File: src/rtl/rx_ordering_arbiter_if.sv
// Head/descriptor bundle between the RX class buffers, the ordering arbiter and the dispatcher.
// bypass_total/drain_total exist only when RX_ORDERING_STATS_EN is defined.
interface rx_ordering_arbiter_if #(
    parameter int ID_W  = 16,
    parameter int SEQ_W = 8
);
    logic             p_valid, np_valid, cpl_valid;
    logic             p_ro, np_ro, cpl_ro;
    logic             p_ido, np_ido, cpl_ido;
    logic [ID_W-1:0]  p_id, np_id, cpl_id;
    logic [SEQ_W-1:0] p_seq, np_seq, cpl_seq;
    logic             p_sink_rdy, np_sink_rdy, cpl_sink_rdy;
    logic             p_pop, np_pop, cpl_pop;
    logic             out_valid;
    logic [1:0]       out_class;
    logic [SEQ_W-1:0] out_seq;
    logic             out_ready;
    logic             starve_drain;
`ifdef RX_ORDERING_STATS_EN
    logic [15:0]      bypass_total;
    logic [15:0]      drain_total;
`endif

    modport master (
        output p_valid, np_valid, cpl_valid, p_ro, np_ro, cpl_ro,
        output p_ido, np_ido, cpl_ido, p_id, np_id, cpl_id,
        output p_seq, np_seq, cpl_seq, p_sink_rdy, np_sink_rdy, cpl_sink_rdy,
        output out_ready,
        input  p_pop, np_pop, cpl_pop, out_valid, out_class, out_seq, starve_drain
`ifdef RX_ORDERING_STATS_EN
        , input bypass_total, drain_total
`endif
    );

    modport slave (
        input  p_valid, np_valid, cpl_valid, p_ro, np_ro, cpl_ro,
        input  p_ido, np_ido, cpl_ido, p_id, np_id, cpl_id,
        input  p_seq, np_seq, cpl_seq, p_sink_rdy, np_sink_rdy, cpl_sink_rdy,
        input  out_ready,
        output p_pop, np_pop, cpl_pop, out_valid, out_class, out_seq, starve_drain
`ifdef RX_ORDERING_STATS_EN
        , output bypass_total, drain_total
`endif
    );
endinterface

File: src/rtl/rx_ordering_arbiter.sv
// RX ordering arbiter: grants one P/NP/CPL head per cycle under PCIe pass rules; stats via RX_ORDERING_STATS_EN.
// Latency: pop pulses in the grant cycle, descriptor valid on the following cycle.
// Backpressure: descriptor held while out_valid & !out_ready; no grant until the stage frees.
module rx_ordering_arbiter #(
    parameter int ID_W       = 16,
    parameter int SEQ_W      = 8,
    parameter int MAX_BYPASS = 4
) (
    input  logic                 clk,
    input  logic                 arst,
    rx_ordering_arbiter_if.slave bus
);
    localparam int CNT_W = $clog2(MAX_BYPASS + 1);
    localparam logic [CNT_W-1:0] CNT_MAX = CNT_W'(MAX_BYPASS);
    localparam int P   = 0;
    localparam int NP  = 1;
    localparam int CPL = 2;

    typedef enum logic {NORMAL, DRAIN} state_e;

    state_e           state_q, state_d;
    logic [CNT_W-1:0] cnt_q, cnt_d;
    logic [1:0]       tgt_q, tgt_d;
    logic [SEQ_W-1:0] tgt_seq_q, tgt_seq_d;
    logic             out_vld_q, out_vld_d;
    logic [1:0]       out_cls_q, out_cls_d;
    logic [SEQ_W-1:0] out_seq_q, out_seq_d;

    logic [2:0]       vld, rdy, ro, ido;
    logic [ID_W-1:0]  id  [3];
    logic [SEQ_W-1:0] seq [3];
    logic [2:0]       oldest, elig, sel, pop_v;
    logic [1:0]       old_idx, sel_cls;
    logic [SEQ_W-1:0] old_seq, sel_seq;
    logic             free, grant, sel_is_oldest, tgt_present;

    assign vld = {bus.cpl_valid, bus.np_valid, bus.p_valid};
    assign rdy = {bus.cpl_sink_rdy, bus.np_sink_rdy, bus.p_sink_rdy};
    assign ro  = {bus.cpl_ro, bus.np_ro, bus.p_ro};
    assign ido = {bus.cpl_ido, bus.np_ido, bus.p_ido};
    assign id[P]    = bus.p_id;
    assign id[NP]   = bus.np_id;
    assign id[CPL]  = bus.cpl_id;
    assign seq[P]   = bus.p_seq;
    assign seq[NP]  = bus.np_seq;
    assign seq[CPL] = bus.cpl_seq;

    // Wrapping age compare: a is older than b when (a - b) lands in the upper half.
    function automatic logic older(input logic [SEQ_W-1:0] a, input logic [SEQ_W-1:0] b);
        logic [SEQ_W-1:0] diff;
        diff = a - b;
        return diff[SEQ_W-1];
    endfunction

    always_comb begin
        oldest = vld;
        elig   = vld & rdy;
        for (int x = 0; x < 3; x++) begin
            for (int y = 0; y < 3; y++) begin
                if (x != y && vld[y]) begin
                    if (!older(seq[x], seq[y])) oldest[x] = 1'b0;
                    // Only NP/CPL over an older P can be blocked.
                    if (older(seq[y], seq[x]) && y == P && x != P &&
                        !((ro[x] && ro[P]) || (ido[x] && ido[P] && (id[x] != id[P]))))
                        elig[x] = 1'b0;
                end
            end
        end
    end

    always_comb begin
        old_idx     = 2'd0;
        old_seq     = '0;
        tgt_present = 1'b0;
        sel_cls     = 2'd0;
        sel_seq     = '0;
        sel         = '0;
        for (int i = 0; i < 3; i++) begin
            if (oldest[i]) begin
                old_idx = 2'(i);
                old_seq = seq[i];
            end
            if (tgt_q == 2'(i)) tgt_present = vld[i] && (seq[i] == tgt_seq_q);
        end

        if (state_q == DRAIN) begin
            if (tgt_present) sel = oldest & rdy;
        end else if (|(oldest & elig)) begin
            sel = oldest & elig;
        end else if (elig[P]) begin
            sel = 3'b001;
        end else if (elig[CPL]) begin
            sel = 3'b100;
        end else if (elig[NP]) begin
            sel = 3'b010;
        end

        free          = !out_vld_q || bus.out_ready;
        grant         = free && (|sel) && !arst;
        pop_v         = grant ? sel : 3'b000;
        sel_is_oldest = |(sel & oldest);
        for (int i = 0; i < 3; i++) begin
            if (sel[i]) begin
                sel_cls = 2'(i + 1);
                sel_seq = seq[i];
            end
        end

        state_d   = state_q;
        cnt_d     = cnt_q;
        tgt_d     = tgt_q;
        tgt_seq_d = tgt_seq_q;
        out_vld_d = out_vld_q;
        out_cls_d = out_cls_q;
        out_seq_d = out_seq_q;

        if (free) begin
            out_vld_d = grant;
            out_cls_d = grant ? sel_cls : 2'd0;
            out_seq_d = grant ? sel_seq : '0;
        end

        case (state_q)
            NORMAL: begin
                if (grant) begin
                    if (sel_is_oldest) begin
                        cnt_d = '0;
                    end else begin
                        if (cnt_q != CNT_MAX) cnt_d = cnt_q + 1'b1;
                        // Remember which head we are draining for, so its vanishing can be detected.
                        if (cnt_d == CNT_MAX) begin
                            state_d   = DRAIN;
                            tgt_d     = old_idx;
                            tgt_seq_d = old_seq;
                        end
                    end
                end
            end
            DRAIN: begin
                if (!tgt_present || grant) begin
                    state_d = NORMAL;
                    cnt_d   = '0;
                end
            end
            default: state_d = NORMAL;
        endcase
    end

    always_ff @(posedge clk or posedge arst) begin
        if (arst) begin
            state_q   <= NORMAL;
            cnt_q     <= '0;
            tgt_q     <= 2'd0;
            tgt_seq_q <= '0;
            out_vld_q <= 1'b0;
            out_cls_q <= 2'd0;
            out_seq_q <= '0;
        end else begin
            state_q   <= state_d;
            cnt_q     <= cnt_d;
            tgt_q     <= tgt_d;
            tgt_seq_q <= tgt_seq_d;
            out_vld_q <= out_vld_d;
            out_cls_q <= out_cls_d;
            out_seq_q <= out_seq_d;
        end
    end

    assign bus.p_pop        = pop_v[P];
    assign bus.np_pop       = pop_v[NP];
    assign bus.cpl_pop      = pop_v[CPL];
    assign bus.out_valid    = out_vld_q;
    assign bus.out_class    = out_cls_q;
    assign bus.out_seq      = out_seq_q;
    assign bus.starve_drain = (state_q == DRAIN);

`ifdef RX_ORDERING_STATS_EN
    logic [15:0] byp_tot_q, byp_tot_d, drn_tot_q, drn_tot_d;

    always_comb begin
        byp_tot_d = byp_tot_q;
        drn_tot_d = drn_tot_q;
        if (grant && !sel_is_oldest && byp_tot_q != 16'hFFFF) byp_tot_d = byp_tot_q + 16'd1;
        if (state_q == NORMAL && state_d == DRAIN && drn_tot_q != 16'hFFFF) drn_tot_d = drn_tot_q + 16'd1;
    end

    always_ff @(posedge clk or posedge arst) begin
        if (arst) begin
            byp_tot_q <= '0;
            drn_tot_q <= '0;
        end else begin
            byp_tot_q <= byp_tot_d;
            drn_tot_q <= drn_tot_d;
        end
    end

    assign bus.bypass_total = byp_tot_q;
    assign bus.drain_total  = drn_tot_q;
`endif
endmodule

File: src/flat_wrapper.sv
// flat-port wrapper written by rule: the top's interface ports become plain ports
module rx_ordering_arbiter_flat 
#(
    parameter int ID_W       = 16,
    parameter int SEQ_W      = 8,
    parameter int MAX_BYPASS = 4
)
  (clk, arst, bus_p_valid, bus_np_valid, bus_cpl_valid, bus_p_ro, bus_np_ro, bus_cpl_ro, bus_p_ido, bus_np_ido, bus_cpl_ido, bus_p_id, bus_np_id, bus_cpl_id, bus_p_seq, bus_np_seq, bus_cpl_seq, bus_p_sink_rdy, bus_np_sink_rdy, bus_cpl_sink_rdy, bus_out_ready, bus_p_pop, bus_np_pop, bus_cpl_pop, bus_out_valid, bus_out_class, bus_out_seq, bus_starve_drain);
  rx_ordering_arbiter_if #(.ID_W(ID_W), .SEQ_W(SEQ_W)) bus_i ();
  input  logic clk;
  input  logic arst;
  input wire logic [$bits(bus_i.p_valid)-1:0] bus_p_valid;
  input wire logic [$bits(bus_i.np_valid)-1:0] bus_np_valid;
  input wire logic [$bits(bus_i.cpl_valid)-1:0] bus_cpl_valid;
  input wire logic [$bits(bus_i.p_ro)-1:0] bus_p_ro;
  input wire logic [$bits(bus_i.np_ro)-1:0] bus_np_ro;
  input wire logic [$bits(bus_i.cpl_ro)-1:0] bus_cpl_ro;
  input wire logic [$bits(bus_i.p_ido)-1:0] bus_p_ido;
  input wire logic [$bits(bus_i.np_ido)-1:0] bus_np_ido;
  input wire logic [$bits(bus_i.cpl_ido)-1:0] bus_cpl_ido;
  input wire logic [$bits(bus_i.p_id)-1:0] bus_p_id;
  input wire logic [$bits(bus_i.np_id)-1:0] bus_np_id;
  input wire logic [$bits(bus_i.cpl_id)-1:0] bus_cpl_id;
  input wire logic [$bits(bus_i.p_seq)-1:0] bus_p_seq;
  input wire logic [$bits(bus_i.np_seq)-1:0] bus_np_seq;
  input wire logic [$bits(bus_i.cpl_seq)-1:0] bus_cpl_seq;
  input wire logic [$bits(bus_i.p_sink_rdy)-1:0] bus_p_sink_rdy;
  input wire logic [$bits(bus_i.np_sink_rdy)-1:0] bus_np_sink_rdy;
  input wire logic [$bits(bus_i.cpl_sink_rdy)-1:0] bus_cpl_sink_rdy;
  input wire logic [$bits(bus_i.out_ready)-1:0] bus_out_ready;
  output wire logic [$bits(bus_i.p_pop)-1:0] bus_p_pop;
  output wire logic [$bits(bus_i.np_pop)-1:0] bus_np_pop;
  output wire logic [$bits(bus_i.cpl_pop)-1:0] bus_cpl_pop;
  output wire logic [$bits(bus_i.out_valid)-1:0] bus_out_valid;
  output wire logic [$bits(bus_i.out_class)-1:0] bus_out_class;
  output wire logic [$bits(bus_i.out_seq)-1:0] bus_out_seq;
  output wire logic [$bits(bus_i.starve_drain)-1:0] bus_starve_drain;
  assign bus_i.p_valid = bus_p_valid;
  assign bus_i.np_valid = bus_np_valid;
  assign bus_i.cpl_valid = bus_cpl_valid;
  assign bus_i.p_ro = bus_p_ro;
  assign bus_i.np_ro = bus_np_ro;
  assign bus_i.cpl_ro = bus_cpl_ro;
  assign bus_i.p_ido = bus_p_ido;
  assign bus_i.np_ido = bus_np_ido;
  assign bus_i.cpl_ido = bus_cpl_ido;
  assign bus_i.p_id = bus_p_id;
  assign bus_i.np_id = bus_np_id;
  assign bus_i.cpl_id = bus_cpl_id;
  assign bus_i.p_seq = bus_p_seq;
  assign bus_i.np_seq = bus_np_seq;
  assign bus_i.cpl_seq = bus_cpl_seq;
  assign bus_i.p_sink_rdy = bus_p_sink_rdy;
  assign bus_i.np_sink_rdy = bus_np_sink_rdy;
  assign bus_i.cpl_sink_rdy = bus_cpl_sink_rdy;
  assign bus_i.out_ready = bus_out_ready;
  assign bus_p_pop = bus_i.p_pop;
  assign bus_np_pop = bus_i.np_pop;
  assign bus_cpl_pop = bus_i.cpl_pop;
  assign bus_out_valid = bus_i.out_valid;
  assign bus_out_class = bus_i.out_class;
  assign bus_out_seq = bus_i.out_seq;
  assign bus_starve_drain = bus_i.starve_drain;
  rx_ordering_arbiter #(.ID_W(ID_W), .SEQ_W(SEQ_W), .MAX_BYPASS(MAX_BYPASS)) u_core (.clk(clk), .arst(arst), .bus(bus_i));
endmodule
File: config.mk
export PLATFORM = sky130hd
export DESIGN_NAME = rx_ordering_arbiter_flat
export DESIGN_NICKNAME = d
export VERILOG_FILES = /design/src/rtl/rx_ordering_arbiter_if.sv /design/src/rtl/rx_ordering_arbiter.sv /design/src/flat_wrapper.sv
export SDC_FILE = /design/constraint.sdc
export NUM_CORES = 1
export LEC_CHECK = 0
export BUFFER_PORTS_ARGS = -buffer_cell sky130_fd_sc_hd__buf_2
export CAP_MARGIN = 20
export CELL_PAD_IN_SITES_DETAIL_PLACEMENT = 1
export CELL_PAD_IN_SITES_GLOBAL_PLACEMENT = 2
export CORE_ASPECT_RATIO = 1.1
export CORE_MARGIN = 5
export CORE_UTILIZATION = 28
export DETAILED_ROUTE_END_ITERATION = 6
export PLACE_DENSITY = 0.82
export SYNTH_ARGS = -nofsm -noshare
export SYNTH_HDL_FRONTEND = slang
export SYNTH_SLANG_ARGS = --single-unit
File: constraint.sdc
create_clock -name clk -period 2.65 [get_ports clk]
set_input_delay 0.1325 -clock clk [delete_from_list [all_inputs] [get_ports clk]]
set_output_delay 0.1325 -clock clk [all_outputs]
set_load 0.01 [all_outputs]
---- Word level (Yosys, flattened, before mapping) ----
Index checks and enable logic that the tools add are counted.
storage, ports and cells
  flip-flop bits (word level) ............. 25
  latch bits .............................. 0
  RAM bits ................................ 0
  ROM bits ................................ 0
  input bits .............................. 87
  output and inout bits ................... 15
  memories ................................ 0
cells by class
  $add $sub $neg .......................... 7
  multipliers ............................. 0
  div/mod/pow operators ................... 0
  order comparisons ....................... 0
  equal/unequal tests ..................... 11
  shift-type cells ........................ 0
  mux-type cells .......................... 52
  bitwise operators ....................... 6
  reduce and logical (&&, ||, !) cells .... 28
operator list
  cell                                                   number
  two-way mux 8 bit                                      7
  subtractor 8 bit                                       6
  two-way mux 3 bit                                      13
  inequality test 16 bit                                 2
  two-way mux 1 bit                                      25
  equality test 8 bit                                    3
  logical AND 1 bit                                      13
  AND 3 bit                                              4
  two-way mux 2 bit                                      5
  OR reduction 3 bit                                     3
  case mux 3 bit (2 select lines)                        1
  logical NOT 1 bit                                      5
  logical OR 1 bit                                       4
  AND reduction 4 bit                                    1
  adder 3 x 1 -> 3 bit, second input constant            1
  equality test 3 bit, second input constant             1
  inequality test 3 bit, second input constant           1
  equality test 2 x 1 -> 1 bit, second input constant    1
  equality test 2 bit, second input constant             1
  logical NOT 2 bit                                      1
  inequality test 2 x 1 -> 1 bit, second input constant  1
  inequality test 2 bit, second input constant           1
  NOT 1 bit                                              2
  case mux 1 bit (2 select lines)                        1
  AND reduction 2 bit                                    1

---- Longest topological paths before layout ----
  depth after elaboration ................. 22
  gate-level depth with buffers ........... 13
  gate-level depth less buffers ........... 11

---- Least setup slack after synthesis ----
No wires, ideal clock.
  path kind ............................... in2reg
  start point ............................. input bus_cpl_seq[2]
  end point ............................... register u_core.tgt_q[1]
  arrival time ............................ 2.900 ns
  data required time ...................... 2.525 ns
  path slack .............................. -0.375 ns
  cell stages on the path ................. 12
  cell sequence ........................... inv_1 -> ha_1 -> and2_1 -> a221oi_1 -> o21ai_1 -> xnor2_1 -> a211o_1 -> a211oi_2 -> nor3_2 -> a2111oi_4 -> buf_6 -> mux2_4
between the ends
  cells in the longest elaborated chain, start to end .. 13
  elaborated cells between the ends (all ways) .. 34
  classes of those cells .................. add/sub (4); eq/ne (1); mux (17); bitwise (4); reduce/logical (8)
ends and longest elaborated chain
  item                                                                    line                                                   text
  start, declared                                                         flat_wrapper.sv:26                                     input wire logic [$bits(bus_i.cpl_seq)-1:0] bus_cpl_seq;
  subtractor 8 bit                                                        n/a
  two-way mux 1 bit                                                       rx_ordering_arbiter.sv:61                              if (!older(seq[x], seq[y])) oldest[x] = 1'b0;
  two-way mux 1 bit                                                       rx_ordering_arbiter.sv:60                              if (x != y && vld[y]) begin
  two-way mux 1 bit                                                       rx_ordering_arbiter.sv:61
  two-way mux 1 bit                                                       rx_ordering_arbiter.sv:60
  AND 3 bit                                                               rx_ordering_arbiter.sv:88, rx_ordering_arbiter.sv:89
  OR reduction 3 bit                                                      rx_ordering_arbiter.sv:88                              end else if (|(oldest & elig)) begin
  two-way mux 3 bit                                                       rx_ordering_arbiter.sv:88
  two-way mux 3 bit                                                       rx_ordering_arbiter.sv:86                              if (state_q == DRAIN) begin
  AND 3 bit / OR reduction 3 bit (equally long branches)                  rx_ordering_arbiter.sv:101, rx_ordering_arbiter.sv:99
  OR reduction 3 bit / logical AND 1 bit (equally long branches)          rx_ordering_arbiter.sv:101, rx_ordering_arbiter.sv:99
  NOT 1 bit (no source line) / logical AND 1 bit (equally long branches)  n/a
  AND reduction 4 bit (no source line)                                    n/a
  end signal, assigned                                                    rx_ordering_arbiter.sv:161                             tgt_q <= tgt_d;
  end, declared                                                           rx_ordering_arbiter.sv:23                              logic [1:0] tgt_q, tgt_d;
Several ways; a longest one is shown, not always the timed one.
A chain may end at the register's enable or synchronous reset.

---- Worst setup path in the final report ----
  start point ............................. register u_core.tgt_seq_q[5]
  end point ............................... register u_core.tgt_q[1]
between the ends
  cells in the longest elaborated chain, start to end .. 11
  elaborated cells between the ends (all ways) .. 18
  classes of those cells .................. eq/ne (3); mux (5); bitwise (2); reduce/logical (8)
ends and longest elaborated chain
  item                                                                    line                                                   text
  start, declared                                                         rx_ordering_arbiter.sv:24                              logic [SEQ_W-1:0] tgt_seq_q, tgt_seq_d;
  start signal, assigned                                                  rx_ordering_arbiter.sv:162                             tgt_seq_q <= tgt_seq_d;
  equality test 8 bit                                                     rx_ordering_arbiter.sv:83                              if (tgt_q == 2'(i)) tgt_present = vld[i] && (seq[i] == tgt_seq_q);
  logical AND 1 bit                                                       rx_ordering_arbiter.sv:83
  two-way mux 1 bit (2 in series)                                         rx_ordering_arbiter.sv:83
  two-way mux 1 bit (*)                                                   rx_ordering_arbiter.sv:83
  two-way mux 3 bit (*)                                                   rx_ordering_arbiter.sv:87                              if (tgt_present) sel = oldest & rdy;
  two-way mux 3 bit (*)                                                   rx_ordering_arbiter.sv:86
  AND 3 bit / OR reduction 3 bit (equally long branches)                  rx_ordering_arbiter.sv:101, rx_ordering_arbiter.sv:99
  OR reduction 3 bit / logical AND 1 bit (equally long branches)          rx_ordering_arbiter.sv:101, rx_ordering_arbiter.sv:99
  NOT 1 bit (no source line) / logical AND 1 bit (equally long branches)  n/a
  AND reduction 4 bit (no source line) (*)                                n/a
Every way passes the cells marked *; elsewhere a longest branch is shown, timed or not.

==> impl_results.md <==
* Antenna diodes at 0
* Number of global-route vias before repair at 4518
* Dpl hpwl at about 11 mm
* Worst Slack Setup Final at -0.333 ns
* Drt initial violations at between 150 and 200
* Routed Antenna Nets at 0
* Largest area contributor in the netlist: dfrtp_1
* Via Count at ~4.0k
* Ys flop type: dfrtp_1
* DP Cell Count at ~730
* Starting density of the core at 28.6%
* Final Util at 48.5%
* CP Max Fanout at 5
* CP cell instances: buf_4 -> xor2_1 -> nor4_2 -> nand3_1 -> nand3_2 -> nand2_2 -> a211oi_4 -> nor3_4 -> a2111oi_4 -> buf_12 -> buf_12 -> mux2_4
* I/O pin total at between 100 and 150
* Post-Syn Area at 3420 um^2
* RSZ-0062 raised after global routing: true
* Crit. Startpoint: u_core.tgt_seq_q[5]
* Status: finished, violations left
* Min Hold Slack at around 0.25 ns
* R2r startpoint: u_core.tgt_seq_q[5]
* Clock skew at 0.00522 ns
* Sw Share at between 40 and 50%
* Reg clk slew, reported paths at approximately 0.070 ns
* Clk_lat worst skew at 0.26 ns
* Core area at roughly 12000 um^2
* Synth Register Bits at 25
* Final Critical Period at 2.98 ns
* Initial antenna violation count at 0
* Cell repeated most along the worst path: buf_12
* DR pass1 iterations at 4
* Routability cong. at 0.936
* Leak pwr at 2.71 nW
* Worst-margin pin slew at 0.799 ns
* Nets at 737
* Fin cells at 765
* Clock root cell: clkbuf_16
* Via/cell ratio at 5.19
* Port bufs at 101
* Share of cells above drive strength 1 at 53.4%
* Clock power frac at between 10% and 20%
* Seq pwr share at 21.9%
* Die Area at 14500 um^2
* CTS buffer count at 3
* First-pass GRT wire length at ~24 mm
* Pint at 1.61 mW
* Critical path class: register to register
* Period utilization at 113%
* Clock sink total at 25
* Rel. slew slack at 46.6%
* Seq/Total Area, Yosys at 18.3%
* Number of enable flip-flop cells after synthesis at 0
* Area grow syn2layout at 70.0%
* CTS tree: built
* Number of cells produced by synthesis at approximately 390
* Die height at 126 um
* CP Capture Point: u_core.tgt_q[1]
* Worst Setup End Kind: register
* NetSw at about 1.1 mW
* Yosys cell types at 62
* Worst R2R End: u_core.tgt_q[1]
* Post-Route Setup TNS at -4.56 ns
* Fillers at 1381
* GRT Resource Usage Total at 20.9%
* Clk buf depth at 2
* Violated checks: setup timing
* Asr flop ratio synth at 100%
* R2R setup slack at -0.33 ns
* Rows at between 40 and 50
* Max cap viols at 0
* Die width at approximately 120 um
* Placement Setup Slack at -0.835 ns
* Mapped Nets at 514
* Cell with the largest stage delay on the worst path: dfrtp_1
* Max-slew violation count at 0
* Startpoint types: register
* Final Hold Fails at 0
* Routed Wire Length at roughly 15 mm
* Worst EP arrival at 3.13 ns
* Gate power share at 65.0%
* # DRC at 0
* VDD IR max at just under 0.3 mV
* Avg WL per Cell at 20.2 um
* Worst Path Required at 2.80 ns
* Worst hold path class: input port to register
* Congestion Overflow GR at 0
* Yosys top cell area share at 18.3%
* Slowest stage delay, CP at roughly 0.40 ns
* Power Density at 472 nW/um^2
* Synth top area cells: dfrtp_1, ha_1, xor2_1
* Largest net degree at the start of global routing at 26
* Worst R2R Path Depth at 12
* Endpoints failing setup at 21
* Max Clk Rate at 0.335 GHz
* H-tree levels at 1
* Number of synthesis warnings at 0
* Syn Area/Cell at around 8.8 um^2
==> through the flow <==
step                instance area [um^2]  power, mW
finish                              5810       2.74
global route                        5810       2.91
floorplan                           3500       1.42
global placement                    4880       1.97
CTS                                 5660       2.62
detailed placement                  4880       2.02
==> cell usage in the layout, fill, tap and decap left out, drive strengths merged, types with 12 or more instances in the layout <==
cell	count
and2	12
dfrtp	25
xor2	32
ha	38
o21ai	14
inv	26
a221oi	14
nand2	31
buf	230
a21oi	19
xnor2	32
nor2	17
==> routing by layer <==
metal | routed length [um] | global-route usage, % | vias up
met4 | 571 | 7.53 | 0
met1 | 5870 | 23.0 | 1960
met5 | 0 | 0 | -
li1 | - | - | 1859
met2 | 8280 | 39.6 | 124
met3 | 698 | 3.36 | 28
==> cell type report <==
type / instances / area, um^2 / share of cell area (%)
multi-input combinational: 325 / 3130 / 53.8
tap: 154 / 193 / 3.31
timing repair buffer: 231 / 1680 / 28.8
clock buffer: 3 / 75.1 / 1.29
clock inverter: 1 / 7.51 / 0.129
sequential: 25 / 626 / 10.8
inverter: 26 / 110 / 1.89
==> critical path, delay by kind of cell, from the launching register on <==
kind / cells / cell delay, ns
XOR/XNOR: 1 / 0.18
AND/OR/NAND/NOR: 5 / 0.87
AO/OA/AOI/OAI: 2 / 0.66
multiplexers: 1 / 0.30
flip-flops: 1 / 0.40
buffers and inverters: 3 / 0.44
==> sequential cells by signal, indices dropped and copies added (netlist names) <==
name and cells:
u_core.bus.out_class 2, u_core.bus.out_seq 8, u_core.bus.out_valid 1, u_core.bus.starve_drain 1, u_core.cnt_q 3, u_core.tgt_q 2, u_core.tgt_seq_q 8
==> worst min-delay path by stage <==
| stage | from | to | slack (ns) | cells past startpoint |
|---|---|---|---|---|
| final | bus_cpl_seq[2] | u_core.bus.out_seq[2] | 0.25 | 3 |
| after global routing | bus_cpl_seq[2] | u_core.bus.out_seq[2] | 0.25 | 3 |
| after CTS | arst | u_core.bus.out_seq[7] | 0.18 | 2 |
| after detailed placement | arst | u_core.bus.out_seq[7] | 0.46 | 2 |
| after global placement | arst | u_core.bus.out_seq[7] | 0.45 | 2 |
| after floorplan | arst | u_core.bus.out_class[0] | 0.16 | 1 |
==> kinds of logic after synthesis <==
family | after synthesis | synth area share [%]
muxes | 13 | 5.23
DFF | 25 | 18.3
adders and majority gates | 38 | 13.9
and+or+nand+nor | 112 | 17.1
xor gates and xnor gates | 64 | 17.0
buffers and inverters | 39 | 4.90
AOI/OAI and AO/OA | 98 | 23.6
==> power by group through the flow <==
stage                     Combinational [mW]  Sequential, mW  Clock, mW
after floorplan                        0.801           0.618          0
after global placement                  1.38           0.590          0
after detailed placement                1.42           0.599          0
after CTS                               1.66           0.593      0.366
after global routing                    1.92           0.613      0.379
final                                   1.78           0.600      0.360
==> Yosys cell counts (all sizes together) (4+ instances only) <==
| master | n |
|---|---|
| nand4 | 11 |
| and2 | 12 |
| nand2 | 31 |
| nand2b | 7 |
| mux2i | 4 |
| a31oi | 4 |
| xor2 | 32 |
| mux2 | 9 |
| o22ai | 8 |
| nor2 | 17 |
| clkbuf | 5 |
| a2111oi | 4 |
| inv | 26 |
| a211oi | 4 |
| buf | 8 |
| xnor2 | 32 |
| dfrtp | 25 |
| ha | 38 |
| nor4 | 7 |
| a221oi | 14 |
| a221o | 8 |
| a211o | 5 |
| nor3 | 8 |
| o21ai | 14 |
| a21o | 6 |
| nand3 | 8 |
| a21oi | 19 |
==> repair_timing <==
action / in CTS / in global routing
resized for setup: 90 / 24
cloned: 1 / 0
hold buffers: 0 / 1
setup buffers: 34 / 7
hold endpoints to repair: 0 / 10
endpoints found under the setup margin: 27 / 27
pin swaps: 48 / 22
(Power assumes the default switching activity.)
